===== config.mk =====
export PLATFORM = sky130hd
export DESIGN_NAME = vga_timing_gen
export DESIGN_NICKNAME = d
export VERILOG_FILES = /design/src/rtl/vga_timing_gen.sv
export SDC_FILE = /design/constraint.sdc
export NUM_CORES = 1
export LEC_CHECK = 0
export CAP_MARGIN = 15
export CORE_MARGIN = 4
export CORE_UTILIZATION = 48
export DETAILED_ROUTE_END_ITERATION = 10
export GPL_TIMING_DRIVEN = 0
export PLACE_DENSITY = 0.75
export SETUP_SLACK_MARGIN = 0.4
export SYNTH_ARGS = -nofsm -noshare
export SYNTH_HDL_FRONTEND = slang
export SYNTH_SLANG_ARGS = --single-unit

===== constraint.sdc =====
create_clock -name clk -period 2 [get_ports clk]
set_input_delay 0.2 -clock clk [delete_from_list [all_inputs] [get_ports clk]]
set_output_delay 0.2 -clock clk [all_outputs]
set_load 0.02 [all_outputs]

===== src/rtl/vga_timing_gen.sv =====
// vga_timing_gen: 640x480@60 Hz VGA raster timing generator.
//
// A clock divider produces a one-clk pixel enable every CLK_DIV system
// clocks. The horizontal and vertical counters advance on that enable.
// Sync, visible-area and frame-start decodes are all registered on the same
// edge as the counters, so they are never skewed from hCount/vCount.
//
// Ports:
//   clk         in   system clock (100 MHz)
//   reset       in   synchronous, active-high reset
//   pix_en      out  high for one clk at the end of each pixel period
//   hCount      out  current pixel column, 0..H_TOTAL-1
//   vCount      out  current line, 0..V_TOTAL-1
//   video_on    out  high inside the visible area
//   hSync       out  horizontal sync, SYNC_ACTIVE level during the pulse
//   vSync       out  vertical sync, SYNC_ACTIVE level during the pulse
//   frame_start out  one-clk pulse on the last clk of the final pixel of a frame
module vga_timing_gen #(
  parameter int CLK_DIV     = 4,
  parameter int H_VISIBLE   = 640,
  parameter int H_FP        = 16,
  parameter int H_SYNC      = 96,
  parameter int H_BP        = 48,
  parameter int V_VISIBLE   = 480,
  parameter int V_FP        = 10,
  parameter int V_SYNC      = 2,
  parameter int V_BP        = 33,
  parameter bit SYNC_ACTIVE = 1'b0
) (
  input  logic       clk,
  input  logic       reset,
  output logic       pix_en,
  output logic [9:0] hCount,
  output logic [9:0] vCount,
  output logic       video_on,
  output logic       hSync,
  output logic       vSync,
  output logic       frame_start
);

  localparam int H_TOTAL = H_VISIBLE + H_FP + H_SYNC + H_BP;
  localparam int V_TOTAL = V_VISIBLE + V_FP + V_SYNC + V_BP;

  // Window bounds are compared in 11 bits so a bound of exactly 1024 works.
  localparam logic [10:0] H_VIS_END   = 11'(H_VISIBLE);
  localparam logic [10:0] H_SYNC_BEG  = 11'(H_VISIBLE + H_FP);
  localparam logic [10:0] H_SYNC_END  = 11'(H_VISIBLE + H_FP + H_SYNC);
  localparam logic [10:0] V_VIS_END   = 11'(V_VISIBLE);
  localparam logic [10:0] V_SYNC_BEG  = 11'(V_VISIBLE + V_FP);
  localparam logic [10:0] V_SYNC_END  = 11'(V_VISIBLE + V_FP + V_SYNC);
  localparam logic [9:0]  H_LAST      = 10'(H_TOTAL - 1);
  localparam logic [9:0]  V_LAST      = 10'(V_TOTAL - 1);
  localparam logic [4:0]  DIV_LAST    = 5'(CLK_DIV - 1);
  localparam logic        PIX_EN_RST  = (CLK_DIV == 1) ? 1'b1 : 1'b0;

  // Elaboration-time parameter legality.
  if (H_TOTAL > 1024 || V_TOTAL > 1024) begin : g_bad_total
    $error("vga_timing_gen: H_TOTAL and V_TOTAL must be <= 1024");
  end
  if (CLK_DIV < 1 || CLK_DIV > 16) begin : g_bad_div
    $error("vga_timing_gen: CLK_DIV must be in 1..16");
  end

  logic [4:0] div_q, div_d;
  logic       pix_en_q, pix_en_d;
  logic [9:0] h_q, h_d;
  logic [9:0] v_q, v_d;
  logic       video_on_q, video_on_d;
  logic       hsync_q, hsync_d;
  logic       vsync_q, vsync_d;
  logic       frame_start_q, frame_start_d;

  // Next-state for divider, counters and all decodes.
  always_comb begin
    div_d = (div_q == DIV_LAST) ? 5'd0 : div_q + 5'd1;
    // pix_en register mirrors (div == CLK_DIV-1), so decode it from div_d.
    pix_en_d = (div_d == DIV_LAST);

    h_d = h_q;
    v_d = v_q;
    if (pix_en_q) begin
      if (h_q == H_LAST) begin
        h_d = 10'd0;
        v_d = (v_q == V_LAST) ? 10'd0 : v_q + 10'd1;
      end else begin
        h_d = h_q + 10'd1;
      end
    end else begin
      h_d = h_q;
    end

    // Decodes use the next count values so they line up with the counters.
    video_on_d = ({1'b0, h_d} < H_VIS_END) && ({1'b0, v_d} < V_VIS_END);
    hsync_d    = (({1'b0, h_d} >= H_SYNC_BEG) && ({1'b0, h_d} < H_SYNC_END))
                 ? SYNC_ACTIVE : ~SYNC_ACTIVE;
    vsync_d    = (({1'b0, v_d} >= V_SYNC_BEG) && ({1'b0, v_d} < V_SYNC_END))
                 ? SYNC_ACTIVE : ~SYNC_ACTIVE;
    frame_start_d = pix_en_d && (h_d == H_LAST) && (v_d == V_LAST);
  end

  // State registers with synchronous reset taking priority.
  always_ff @(posedge clk) begin
    if (reset) begin
      div_q         <= 5'd0;
      pix_en_q      <= PIX_EN_RST;
      h_q           <= 10'd0;
      v_q           <= 10'd0;
      video_on_q    <= 1'b1;
      hsync_q       <= ~SYNC_ACTIVE;
      vsync_q       <= ~SYNC_ACTIVE;
      frame_start_q <= 1'b0;
    end else begin
      div_q         <= div_d;
      pix_en_q      <= pix_en_d;
      h_q           <= h_d;
      v_q           <= v_d;
      video_on_q    <= video_on_d;
      hsync_q       <= hsync_d;
      vsync_q       <= vsync_d;
      frame_start_q <= frame_start_d;
    end
  end

  assign pix_en      = pix_en_q;
  assign hCount      = h_q;
  assign vCount      = v_q;
  assign video_on    = video_on_q;
  assign hSync       = hsync_q;
  assign vSync       = vsync_q;
  assign frame_start = frame_start_q;

endmodule


==> Yosys cells after proc, flatten, opt, wreduce, memory -nomap -nowiden <==
Index checks and enable logic that the tools add are counted.
W data, S select, Z words.
{ "word_totals": {"reg_bits": 30} }
{ "op_classes": {"addsub": 3, "muxes": 8, "n_eq_ne": 6, "n_reduce_logical": 5, "order_cmp": 6} }
{ "op_table": {"columns": ["operator", "count"], "rows": [
  ["$mux W10", 5],
  ["$eq A10 B10 Y1 const B", 4],
  ["$add A10 B1 Y10 const B", 2],
  ["$lt A10 B10 Y1 const B", 2],
  ["$lt A10 B9 Y1 const B", 2],
  ["$eq A5 B2 Y1 const B", 2],
  ["$ge A10 B10 Y1 const B", 1],
  ["$ge A10 B9 Y1 const B", 1],
  ["$add A5 B1 Y5 const B", 1],
  ["$logic_and A1 B1 Y1", 5],
  ["$mux W5", 1],
  ["$mux W1", 2]
]} }

==> Depth between registers and ports, before layout <==
{ "depth": {"depth_word": 7, "mapped_depth": 8} }

==> Worst setup path before layout <==
Ideal clock, no wire load.
{ "synth_path": {"path_type": "register to register", "start": "reg h_q[5], in the netlist hCount[5]", "end": "reg vsync_q, in the netlist vSync", "arrival_time_ps": 2142, "t_required_ps": 1866, "slack_ps": -276, "stages_incl_launch_ff": 8, "period_less_slack_ps": 2276, "n_path_buf": 1, "cell_sequence": "dfxtp_1 -> or4b_4 -> or4_1 -> buf_6 -> nor3_1 -> a22o_1 -> and3_1 -> nand4_1"} }
{ "synth_via": {"elab_chain_cells": 6, "elab_cells_between_ends": 7, "cone_classes": "order compare (2); eq/ne (1); mux (3); reduce/logical (1)"} }
{ "synth_rtl": {"columns": ["element", "line", "source"], "rows": [
  ["start, declared", "66", "logic [9:0] h_q, h_d;"],
  ["start signal, assigned", "106", "h_q <= 10'd0;"],
  ["start signal, assigned", "115", "h_q <= h_d;"],
  ["$eq A10 B10 Y1 (*)", "82", "if (h_q == H_LAST) begin"],
  ["$mux W10 (*)", "82", null],
  ["$mux W10 (*)", "81", "if (pix_en_q) begin"],
  ["$ge A10 B9 Y1 or $lt A10 B9 Y1 (tied branches)", "96", "vsync_d = (({1'b0, v_d} >= V_SYNC_BEG) && ({1'b0, v_d} < V_SYNC_END))"],
  ["$logic_and A1 B1 Y1 (*)", "96", null],
  ["$mux W1 (*)", "97", "? SYNC_ACTIVE : ~SYNC_ACTIVE;"],
  ["end signal, assigned", "110", "vsync_q <= ~SYNC_ACTIVE;"],
  ["end signal, assigned", "119", "vsync_q <= vsync_d;"],
  ["end, declared", "70", "logic vsync_q, vsync_d;"]
]} }
Every way passes the cells marked *; elsewhere a longest branch is shown, timed or not.
A chain may end at the register's enable or synchronous reset.

==> Final worst setup path <==
{ "layout_path": {"start": "reg h_q[7], in the netlist hCount[7]", "end": "reg video_on_q, in the netlist video_on"} }
{ "layout_via": {"elab_chain_cells": 5, "elab_cells_between_ends": 9, "cone_classes": "add/sub (1); order compare (2); eq/ne (1); mux (4); reduce/logical (1)"} }
{ "layout_rtl": {"columns": ["element", "line", "source"], "rows": [
  ["$add A10 B1 Y10 or $eq A10 B10 Y1 (tied branches)", "86, 82", null],
  ["$mux W10", "82", null],
  ["$mux W10", "81", null],
  ["$lt A10 B10 Y1 or $lt A10 B9 Y1 (tied branches)", "93", "video_on_d = ({1'b0, h_d} < H_VIS_END) && ({1'b0, v_d} < V_VIS_END);"],
  ["$logic_and A1 B1 Y1 (*)", "93", null],
  ["end signal, assigned", "117", "video_on_q <= video_on_d;"],
  ["end, declared", "68", "logic video_on_q, video_on_d;"]
]} }
Marks and branches as above.

==> results.py <==
metrics = {
    "run_status": {
        "status": "complete, but fails checks",
        "violations": "setup timing",
    },
    "synthesis": {
        "ys_types": 46,
        "yosysWarnings": 0,
        "synth_seq_cells": 30,
        "synthesis.area_um2": 1740,
        "synthesis.nets": 213,
        "synth_edf_count": 0,
        "async_flop_share_pct": 0,
        "synthCells": 207,
        "syn_area_per_cell_um2": 8.43,
        "synth_top_flop_cell": "dfxtp_1",
        "yosysSeqAreaShare_pct": 34.4,
    },
    "route": {
        "drcViolationCount": 0,
        "via_per_inst": 5.73,
        "dr.pass1.iters": 4,
        "num_vias": 1697,
        "ant_nets": 0,
        "drt_iter0_drc": 119,
        "routed_wl_um": 4530,
        "post_drt_wl_per_cell_um": 15.3,
    },
    "final_layout": {
        "nNetsFinal": 255,
        "syn_to_final_growth_pct": 34.9,
        "n_antenna_cell": 0,
        "fin_cells": 296,
        "utilization_pct": 68.9,
        "drive_above_1_share_pct": 25.6,
    },
    "timing": {
        "rsz0062_at_grt": "yes",
        "period_share_pct": 113,
        "worstMarginPinSlew_ps": 516,
        "maxSlewViolCount": 0,
        "hold_violations": 0,
        "setup_viol": 7,
        "fmax_mhz": 441,
        "fin_ws_ps": -268,
        "finalCriticalPeriod_ps": 2270,
        "fin_skew_ps": 12.5,
        "timing.slew.headroom_pct": 65.6,
    },
    "worst_setup_path": {
        "r2r_start": "hCount[7]",
        "startpoint_type": "flop",
        "startpoint": "hCount[7]",
        "crit_type": "reg -> reg",
        "arrival_ps": 2500,
        "required_ps": 2230,
        "endpoint_kind": "flop",
        "critical_path.max_fanout": 6,
    },
    "pwr": {
        "leakage_nw": 0.945,
        "power_density_nw_per_um2": 483,
        "vdd_drop_max_uv": 390,
    },
    "place": {
        "dp_cells": 278,
        "gp_congestion": 0.842,
        "dp_slack_ps": -312,
        "io_buffers": 25,
        "dpl.hpwl_um": 2970,
    },
    "clock_network": {
        "root_buffer": "clkbuf_4",
        "cts_buffers": 5,
        "cts.sinks": 30,
        "clk_pin_slew_ps": 110,
        "max-clock-path-buffers": 2,
        "cts_tree": "built",
        "postCtsHoldBufs": 0,
        "cts_max_level": 2,
        "insertion_delay_ps": 340,
    },
    "die": {
        "core_area_um2": 3420,
        "start_util_pct": 51.1,
        "die_area_um2": 4660,
        "num_rows": 21,
        "die_h_um": 68.3,
        "die_width_um": 68.3,
        "num_io_pins": 27,
    },
    "worst_hold_path": {
        "hp-class": "in -> reg",
        "hp-start": "reset",
    },
    "global_route": {
        "grt_max_degree": 12,
        "grt_pass1_wl_um": 7450,
        "antenna_found_initial": 0,
        "gr-usage-all-layers_pct": 21.3,
        "grt_overflow_total": 0,
        "grt_pass1_vias": 1532,
    },
    "run": {
        "drv_cap": 0,
    },
}
==> cells in the final DEF (no fill, tap or decap), types with 2 or more instances in the layout <==
cell type and count:
o21ai_0 7, xor2_1 7, buf_2 2, a21oi_1 15
nor2_1 19, ha_1 3, buf_4 9, nor3_2 2
dfxtp_1 20, clkbuf_4 5, dfxtp_2 6, and3_1 6
dlygate4sd2_1 10, clkbuf_1 3, clkbuf_8 2, inv_1 4
nand3_1 6, dfxtp_4 4, xnor2_2 2, or4_4 2
nor4_1 2, nand2b_1 3, a31oi_2 2, clkdlybuf4s50_1 12
nor3_4 4, nor3_1 10, nand2_1 16, or4b_4 2
nand4b_1 5, buf_6 3, a31oi_1 2, nor2b_1 3
a211oi_1 2, dlymetal6s2s_1 3, nand4_1 5, xnor2_1 8
==> stage by stage <==
| stage | TNS [ps] | instance area [µm²] | total power, mW | hold slack [ps] |
|---|---|---|---|---|
| floorplan | -408 | 1800 | 0.677 | 437 |
| global placement | -1310 | 2110 | 0.700 | 461 |
| detailed placement | -1340 | 2110 | 0.700 | 466 |
| CTS | -1160 | 2240 | 1.15 | 278 |
| global route | -2000 | 2350 | 1.18 | 343 |
| finish | -1190 | 2350 | 1.14 | 279 |
==> state kept, by name, summed over array words and instances (netlist names) <==
signal / cells
div_q: 5
video_on: 1
hCount: 10
pix_en: 1
frame_start: 1
vSync: 1
hSync: 1
vCount: 10
==> worst max-delay path, stage by stage (launching register included) <==
cell and delay [ps]:
dfxtp_4 360, or4b_4 560, or4_4 440, buf_8 150
nor3_1 220, a21oi_1 150, nor3_2 200, a211oi_1 90
==> where the power goes <==
group          leakage [nW]  internal [mW]  switching, mW
clock network        0.0399          0.213          0.238
registers             0.249          0.604         0.0111
logic                 0.656         0.0329         0.0373
total                 0.945          0.850          0.287
==> routing by layer <==
| layer | share of wire [%] | GRT usage [%] | up-vias | routed length, µm |
|---|---|---|---|---|
| li1 | - | - | 843 | - |
| met5 | 0 | 0 | - | 0 |
| met4 | 1.6 | 5.21 | 0 | 73 |
| met2 | 47 | 33.7 | 48 | 2150 |
| met3 | 6.1 | 4.76 | 8 | 275 |
| met1 | 45 | 29.2 | 798 | 2030 |
==> synthesized netlist by cell type (2+ instances only) <==
cell / number / area, µm²
clkbuf_1: 4 / 15.0
nor2b_1: 3 / 18.8
nand2_1: 16 / 60.1
clkbuf_8: 2 / 27.5
nor3_1: 16 / 80.1
nor4_1: 2 / 12.5
dfxtp_1: 30 / 601
buf_6: 3 / 33.8
a211oi_1: 2 / 15.0
a21oi_1: 16 / 80.1
xor2_1: 7 / 61.3
buf_2: 2 / 10.0
and3_1: 6 / 37.5
nand2b_1: 3 / 18.8
nand3_1: 7 / 35.0
and2_1: 2 / 12.5
nand4b_1: 5 / 43.8
a31oi_1: 4 / 25.0
xnor2_1: 10 / 87.6
nor3b_1: 2 / 15.0
or4_1: 3 / 22.5
inv_1: 4 / 15.0
o21ai_0: 9 / 45.0
ha_1: 4 / 50.1
nand4_1: 5 / 31.3
nor2_1: 20 / 75.1
==> layout make-up <==
cell class	instances	area [µm²]
buffer	13	130
clock buffer	6	62.6
clock inverter	2	13.8
fill	298	1060
inverter	4	15.0
multi-input combinational	160	1130
sequential	30	623
tap	46	57.6
timing repair buffer	35	322
==> what timing repair did <==
item | 4_1_cts | 5_1_grt
gates resized for setup | 18 | 24
buffers inserted | 5 | 5
endpoints found under the hold margin | 0 | 0
pin swaps | 4 | 8
setup endpoints to repair | 31 | 26
==> cells by family (layout without fill, tap and decap cells) <==
family	after synthesis	in the layout	share of synthesized area, %
buffers and inverters	17	60	7.89
xor gates and xnor gates	17	17	8.54
muxes	1	1	0.574
and+or+nand+nor	97	97	30.9
DFF	30	30	34.4
AOI/OAI and AO/OA	41	41	14.8
adders and majority gates	4	4	2.87
==> worst paths after layout <==
| kind | endpoint | slack (ps) | depth (start not counted) |
|---|---|---|---|
| worst min-delay path | vCount[9] | 280 | 2 |
| worst max register to register | video_on | -270 | 7 |
| worst min register to register | div_q[0] | 490 | 1 |
| worst max-delay path | video_on | -270 | 7 |
(Power assumes the default switching activity.)
